==> config.mk <==
export PLATFORM = sky130hd
export DESIGN_NAME = des_out_serializer
export DESIGN_NICKNAME = d
export VERILOG_FILES = /design/src/rtl/des_out_pkg.sv /design/src/rtl/des_out_fifo.sv /design/src/rtl/des_out_serializer.sv
export SDC_FILE = /design/constraint.sdc
export NUM_CORES = 1
export LEC_CHECK = 0
export BUFFER_PORTS_ARGS = -buffer_cell sky130_fd_sc_hd__buf_2
export CELL_PAD_IN_SITES_DETAIL_PLACEMENT = 0
export CELL_PAD_IN_SITES_GLOBAL_PLACEMENT = 1
export CORE_MARGIN = 3
export CORE_UTILIZATION = 49
export DETAILED_ROUTE_END_ITERATION = 10
export GPL_ROUTABILITY_DRIVEN = 0
export PLACE_DENSITY_LB_ADDON = 0.25
export SLEW_MARGIN = 10
export SYNTH_ARGS = -nofsm -noshare
export SYNTH_HDL_FRONTEND = slang
export SYNTH_HIERARCHICAL = 1
export SYNTH_SLANG_ARGS = --single-unit
==> constraint.sdc <==
create_clock -name rd_clk -period 7.4 [get_ports rd_clk]
set_input_delay 0.37 -clock rd_clk [delete_from_list [all_inputs] [get_ports rd_clk]]
set_output_delay 0.37 -clock rd_clk [all_outputs]
set_load 0.02 [all_outputs]
==> src/rtl/des_out_pkg.sv <==
// Shared types and defaults for the DES output serializer (des_out_serializer, des_out_fifo).
// Build option: define DES_OUT_PARITY_EN to add the m_parity output.
package des_out_pkg;

  localparam int DES_DATA_WIDTH = 64;
  localparam int DES_DEPTH      = 2;
  localparam int BYTES_PER_BLK  = DES_DATA_WIDTH / 8;
  localparam int BYTE_IDX_W     = $clog2(BYTES_PER_BLK);

  typedef enum logic {
    S_IDLE = 1'b0,
    S_SEND = 1'b1
  } state_e;

endpackage

==> src/rtl/des_out_fifo.sv <==
// Synchronous FIFO of whole result blocks. Exposes the head block and the one behind it
// so the serializer can roll into the next block without a bubble.
module des_out_fifo
  import des_out_pkg::*;
#(
  parameter int DATA_WIDTH = DES_DATA_WIDTH,
  parameter int DEPTH      = DES_DEPTH
) (
  input  logic                  clk,
  input  logic                  rst,
  input  logic                  push,
  input  logic                  pop,
  input  logic [DATA_WIDTH:1]   wr_data,
  output logic [DATA_WIDTH:1]   head_data,
  output logic [DATA_WIDTH:1]   next_data,
  output logic                  full,
  output logic                  empty,
  output logic                  multi
);

  localparam int PW = $clog2(DEPTH);
  localparam int CW = PW + 1;

  logic [DATA_WIDTH:1] mem [DEPTH];
  logic [PW-1:0]       wr_ptr, rd_ptr, rd_ptr_p1;
  logic [CW-1:0]       cnt;

  assign rd_ptr_p1 = rd_ptr + PW'(1);
  assign head_data = mem[rd_ptr];
  assign next_data = mem[rd_ptr_p1];
  assign full      = (cnt == CW'(DEPTH));
  assign empty     = (cnt == '0);
  assign multi     = (cnt > CW'(1));

  // When full, push with pop overwrites the slot being retired this very edge.
  always_ff @(posedge clk) begin
    if (push && !rst) mem[wr_ptr] <= wr_data;
  end

  always_ff @(posedge clk) begin
    if (rst) begin
      wr_ptr <= '0;
      rd_ptr <= '0;
      cnt    <= '0;
    end else begin
      if (push) wr_ptr <= wr_ptr + PW'(1);
      if (pop)  rd_ptr <= rd_ptr_p1;
      case ({push, pop})
        2'b10:   cnt <= cnt + CW'(1);
        2'b01:   cnt <= cnt - CW'(1);
        default: cnt <= cnt;
      endcase
    end
  end

endmodule

==> src/rtl/des_out_serializer.sv <==
// Buffers DES result blocks and streams them MSB byte first over a byte-wide valid/ready link.
// Build option: define DES_OUT_PARITY_EN to add m_parity (odd parity of m_data).
module des_out_serializer
  import des_out_pkg::*;
#(
  parameter int DATA_WIDTH = DES_DATA_WIDTH,
  parameter int DEPTH      = DES_DEPTH
) (
  input  logic                rd_clk,
  input  logic                rd_rst,
  input  logic [DATA_WIDTH:1] i_data,
  input  logic                i_valid,
  output logic [7:0]          m_data,
  output logic                m_valid,
  input  logic                m_ready,
  output logic                m_last,
  output logic                busy,
  output logic                overflow,
`ifdef DES_OUT_PARITY_EN
  output logic                m_parity,
`endif
  output logic                dbg_state
);

  localparam int BPB   = DATA_WIDTH / 8;
  localparam int IDX_W = (BPB > 1) ? $clog2(BPB) : 1;

  // Handshake: a byte transfers on a rising edge where m_valid & m_ready; while m_valid is
  // high and m_ready low, m_data/m_last/m_valid hold; m_ready is ignored while m_valid is low.
  logic                hs, pop, push, ovf_set, ld;
  logic                fifo_full, fifo_empty, fifo_multi;
  logic [DATA_WIDTH:1] head_data, next_data, blk_sel, shifted;
  logic [IDX_W-1:0]    k, k_nxt;
  logic [7:0]          nxt_byte;
  state_e              state, state_nxt;

  assign hs        = m_valid & m_ready;
  assign pop       = hs & m_last;
  assign push      = i_valid & (~fifo_full | pop);
  assign ovf_set   = i_valid & fifo_full & ~pop;
  assign m_valid   = (state == S_SEND);
  assign busy      = ~fifo_empty;
  assign dbg_state = state;

  des_out_fifo #(
    .DATA_WIDTH (DATA_WIDTH),
    .DEPTH      (DEPTH)
  ) u_fifo (
    .clk       (rd_clk),
    .rst       (rd_rst),
    .push      (push),
    .pop       (pop),
    .wr_data   (i_data),
    .head_data (head_data),
    .next_data (next_data),
    .full      (fifo_full),
    .empty     (fifo_empty),
    .multi     (fifo_multi)
  );

  always_ff @(posedge rd_clk) begin
    if (rd_rst) state <= S_IDLE;
    else        state <= state_nxt;
  end

  // Next state plus the block/byte that the output register loads on this edge.
  always_comb begin
    state_nxt = state;
    k_nxt     = k;
    blk_sel   = head_data;
    ld        = 1'b0;
    case (state)
      S_IDLE: begin
        if (push) begin
          state_nxt = S_SEND;
          k_nxt     = '0;
          blk_sel   = i_data;
          ld        = 1'b1;
        end
      end
      S_SEND: begin
        if (hs) begin
          if (m_last) begin
            k_nxt = '0;
            if (fifo_multi) begin
              blk_sel = next_data;
              ld      = 1'b1;
            end else if (push) begin
              blk_sel = i_data;
              ld      = 1'b1;
            end else begin
              state_nxt = S_IDLE;
            end
          end else begin
            k_nxt = k + IDX_W'(1);
            ld    = 1'b1;
          end
        end
      end
      default: state_nxt = S_IDLE;
    endcase
    shifted  = blk_sel << {k_nxt, 3'b000};
    nxt_byte = shifted[DATA_WIDTH -: 8];
  end

  always_ff @(posedge rd_clk) begin
    if (rd_rst) begin
      k        <= '0;
      m_data   <= '0;
      m_last   <= 1'b0;
      overflow <= 1'b0;
`ifdef DES_OUT_PARITY_EN
      m_parity <= 1'b1;
`endif
    end else begin
      k        <= k_nxt;
      overflow <= overflow | ovf_set;
      if (ld) begin
        m_data <= nxt_byte;
        m_last <= (k_nxt == IDX_W'(BPB - 1));
`ifdef DES_OUT_PARITY_EN
        m_parity <= ~^nxt_byte;
`endif
      end else if (state_nxt == S_IDLE) begin
        m_last <= 1'b0;
      end
    end
  end

endmodule

# Yosys cells after proc, flatten, opt, wreduce, memory -nomap -nowiden
# Memories as Yosys holds them, arrays and structs flattened. A register that Yosys moved wholly into a read port is not among the register bits.
# Cells that the tools add are included.
dict set report op_classes {
  magnitude_cmp 1
  multipliers 0
  div_mod_pow 0
  shifts 1
  reduce_logical 4
  add_sub_neg 5
  n_bitwise 11
  muxes 23
  eq_ne 5
}
# cell count
set op_table {}
lappend op_table {{$mux 64} 4}
lappend op_table {{$pmux 64 s2} 1}
lappend op_table {{$shl 64x6->64} 1}
lappend op_table {{$mux 1} 11}
lappend op_table {{$mux 3} 3}
lappend op_table {{$pmux 3 s2} 1}
lappend op_table {{$and 1x1->1} 5}
lappend op_table {{$eq 2x2->1 const B} 2}
lappend op_table {{$not 1->1} 4}
lappend op_table {{$pmux 1 s2} 2}
lappend op_table {{$pmux 2 s2} 1}
lappend op_table {{$add 3x1->3 const B} 1}
lappend op_table {{$eq 3x3->1 const B} 1}
lappend op_table {{$add 1x1->1 const B} 2}
lappend op_table {{$add 2x1->2 const B} 1}
lappend op_table {{$eq 2x1->1 const B} 1}
lappend op_table {{$gt 2x1->1 const B} 1}
lappend op_table {{$logic_not 2->1} 1}
lappend op_table {{$ne 2x2->1 const B} 1}
lappend op_table {{$or 1x1->1} 2}
lappend op_table {{$reduce_bool 2->1} 1}
lappend op_table {{$sub 2x1->2 const B} 1}
lappend op_table {{$logic_and 1x1->1} 1}
lappend op_table {{$logic_not 1->1} 1}
dict set report word_totals {
  mem_bits_ro 0
  mem_count 1
  input_bits 68
  elab_cells 59
  latchBits 0
  reg_bits 18
  out_inout_bits 13
  ramBits 128
}
# name words width rd rd_clocked_by_memory_dff wr line_no
set mem_list {}
lappend mem_list {u_fifo.mem 2 64 2 1 1 des_out_fifo.sv:24} ;# logic [DATA_WIDTH:1] mem [DEPTH];

# Logic depth before layout (Yosys ltp)
dict set report depth {
  ltp_word 11
  ltp_mapped 12
  ltp_nobuf 9
}

# Modules after synthesis
# The synthesis kept the hierarchy.
# mod n_inst cells_each area_per_inst_um2 seq_area_each_um2
set by_module_without_submodules {}
lappend by_module_without_submodules {des_out_fifo 1 296 5905.7 3943.8}
lappend by_module_without_submodules {des_out_serializer 1 473 3133.0 280.3}

# Worst setup path before layout
# OpenSTA, ideal clock, no wires.
dict set report synth_timing {
  path_kind {register to register}
  startpoint {register u_fifo.cnt[0]}
  endpoint {memory u_fifo/mem[1][0] (netlist bit) (enable)}
  setup_time_ps 579
  stages_incl_launch_ff 10
  setup_slack_ps 839
  synth_period_minus_slack_ps 6561
  t_arrival_ps 5982
  path_buffers 2
  required_time_ps 6821
  cell_sequence {dfxtp_1 > inv_1 > ha_1 > nor2b_1 > buf_2 > nor2_8 > buf_6 > inv_2 > inv_1 > nor3b_1}
}
dict set report synth_between {
  elab_chain_len 7
}
# element line_no
set synth_lines {}
lappend synth_lines {{from (decl)} des_out_fifo.sv:26} ;# logic [CW-1:0] cnt;
lappend synth_lines {{from (signal assigned)} des_out_fifo.sv:49} ;# 2'b10: cnt <= cnt + CW'(1);
lappend synth_lines {{from (signal assigned)} des_out_fifo.sv:50} ;# 2'b01: cnt <= cnt - CW'(1);
lappend synth_lines {{from (signal assigned)} des_out_fifo.sv:51} ;# default: cnt <= cnt;
lappend synth_lines {{$eq 2x2->1} des_out_fifo.sv:31} ;# assign full = (cnt == CW'(DEPTH));
lappend synth_lines {{net fifo_full} des_out_serializer.sv:31} ;# logic fifo_full, fifo_empty, fifo_multi;
lappend synth_lines {{$not 1->1} des_out_serializer.sv:39} ;# assign push = i_valid & (~fifo_full | pop);
lappend synth_lines {{$or 1x1->1} des_out_serializer.sv:39}
lappend synth_lines {{$and 1x1->1} des_out_serializer.sv:39}
lappend synth_lines {{net push} des_out_serializer.sv:30} ;# logic hs, pop, push, ovf_set, ld;
lappend synth_lines {{$logic_and 1x1->1} des_out_fifo.sv:37} ;# if (push && !rst) mem[wr_ptr] <= wr_data;
lappend synth_lines {{$mux 1} des_out_fifo.sv:37}
lappend synth_lines {{$mux 1 (implied by the code)} des_out_fifo.sv:37}
lappend synth_lines {{to (decl)} des_out_fifo.sv:24}
# The timed path passes the listed nets, and every way through them passes these cells.

# Final worst setup path
dict set report layout_timing {
  startpoint {register u_fifo.cnt[1]}
  endpoint {register m_data[7]}
}
dict set report layout_between {
  word_cells_on_any_way 18
  cone_classes {order compare (1); eq/ne (1); shift (1); mux (12); bitwise (3)}
}
# element line_no
set layout_rtl {}
lappend layout_rtl {{$gt 2x1->1 *} des_out_fifo.sv:33} ;# assign multi = (cnt > CW'(1));
lappend layout_rtl {{net fifo_multi} des_out_serializer.sv:31}
lappend layout_rtl {{$mux 64} des_out_serializer.sv:85} ;# if (fifo_multi) begin
lappend layout_rtl {{$mux 64} des_out_serializer.sv:83} ;# if (m_last) begin
lappend layout_rtl {{$mux 64} des_out_serializer.sv:82} ;# if (hs) begin
lappend layout_rtl {{$pmux 64 s2} des_out_serializer.sv:72} ;# case (state)
lappend layout_rtl {{$shl 64x6->64} des_out_serializer.sv:102} ;# shifted = blk_sel << {k_nxt, 3'b000};
lappend layout_rtl {{to (signal assigned)} des_out_serializer.sv:119} ;# m_data <= nxt_byte;
lappend layout_rtl {{to (decl)} des_out_serializer.sv:13} ;# output logic [7:0] m_data,
# The timed path passes the listed nets; every way through them passes the cells marked *.
# A chain may end at the register's enable or synchronous reset.

==> metrics.yaml <==
hold_violations: 0
grt_pass1_vias: 6601
drcViolationCount: 0
drive_above_1_share: 0.3225
place_area_um2: 9355
path_class: "reg -> reg"
max_slew_margin: 0.1911
final_cell_mix: "edfxtp_1 (128), mux2_2 (82), buf_2 (80), nand2_1 (63), a21oi_1 (57)"
nets: 889
cp-end-kind: "flip-flop"
netSwitchingFraction: 0.2623
clk_latency_ps: 430
syn_area_um2: 9009
place_ws_ps: 4070
nFillCells: 1525
fin_skew_ps: 7.624
status: "finished, final reports clean"
seqPwrFrac: 0.452
pwr_density_cell_nw_per_um2: 218.3
synth_cells: 767
n_antenna_cell: 0
seq_area_um2: 4229
dieArea_um2: 20050
cp_max_fo: 65
ir_worst_vdd_uv: 163.4
dieWidth_um: 141.6
area_growth_pct: 10.19
cts_resized: 0
antenna_found_initial: 0
first_pass_iters: 5
period_minus_slack_ps: 3517
io_pins: 81
portBuffers: 80
core_um2: 17660
dieHeight_um: 141.6
clock_path_buffers: 2
cts.sinks: 147
layout_setup_ws_ps: 3883
synth_nets: 840
start_util: 0.5102
grt_max_degree: 66
final_common_cell: "edfxtp_1"
multi_input_area_um2: 4309
h-tree-depth: 4
grt_pass1_wl_um: 38390
p_switching_w: 0.0005686
cts_root_buf: "clkbuf_16"
tritoncts: "built"
cts_setup_buffers: 0
startpoint_type: "flip-flop"
overflow: 0
yosys_warnings: 6
fin_setup_tns_ps: 0
worst_pin_slew_ps: 1204
drt_iter0_drc: 588
dp_hpwl_um: 15960
path_clk_slew_ps: 60
power.share.clock: 0.393
p_leak_nw: 3.729
vias: 6644
fin_crit_sh: 0.4753
wl_per_cell_um: 23.43
cts_buffers: 17
rsz0062_at_grt: "no"
ant_nets: 0
critPathArrivalTime_ps: 3830
clock.fmax_ghz: 0.2843
syn_avg_cell_area_um2: 11.75
min_path_type: "in -> reg"
design_area_um2: 9927
comb_power_share: 0.155
postCtsHoldBufs: 0
avgViaCountPerCell: 6.310
routed_wirelength_um: 24670
maxSlewViolCount: 0
maxCapViolations: 0
intPower_w: 0.001599
setup_viol: 0
required_ps: 7720
rows: 48
grt_usage: 0.2478
[cell type report]
cell class,count,area share
clock inverter,13,0.01437
tap,225,0.02836
multi-input combinational,545,0.4341
clock buffer,18,0.04323
inverter,14,0.005294
timing repair buffer,91,0.04865
sequential,147,0.4260
[metal layers]
layer,vias up,routed length (um),global-route usage
met4,0,459,0.07475
met2,264,11580,0.3849
met5,-,0,0
met3,34,1648,0.04280
li1,3040,-,-
met1,3306,10980,0.3568
[power by group through the flow]
stage	combinational, W	sequential, W	clock, W
3_3_place_gp	0.000327	0.000992	0
6_report	0.000337	0.000980	0.000851
3_5_place_dp	0.000332	0.000996	0
5_1_grt	0.000363	0.000984	0.000899
2_1_floorplan	0.000216	0.00100	0
4_1_cts	0.000333	0.000979	0.000866
[registers in the layout, indices dropped and copies added, names as in the netlist, named ones only]
signal and count:
k 3, u_fifo/wr_ptr 1, u_fifo/cnt 2, u_fifo/mem 128
m_data 8, overflow 1, dbg_state 1, u_fifo/rd_ptr 1
m_last 1
[final timing paths]
kind / endpoint / start / depth (start not counted) / slack, ps
setup / recovery: m_data[7] / u_fifo/cnt[1] / 10 / 3880
hold / removal: u_fifo/mem[0][12] / i_data[13] / 1 / 130
setup reg to reg: m_data[7] / u_fifo/cnt[1] / 10 / 3880
hold reg to reg: overflow / overflow / 2 / 490
[through the flow]
step	hold WS (ps)	power, W	instances	utilization
after floorplan	442.4	0.001219	767	-
after global placement	453.8	0.001319	1022	0.5298
after detailed placement	478.0	0.001328	1022	0.5298
after CTS	115.0	0.002178	1053	0.5622
after global routing	118.6	0.002246	1053	0.5622
final	131.2	0.002167	1053	0.5622
[worst max-delay path: stages, from the launching register on]
cell and delay (ps):
dfxtp_1 350, inv_1 110, ha_1 230, nor2_4 70
buf_4 540, nand3b_1 240, and2_1 860, a21oi_1 100
o21ai_0 530, o311ai_1 210, o311a_1 150
Note: power is estimated with default switching activity, not from simulation.
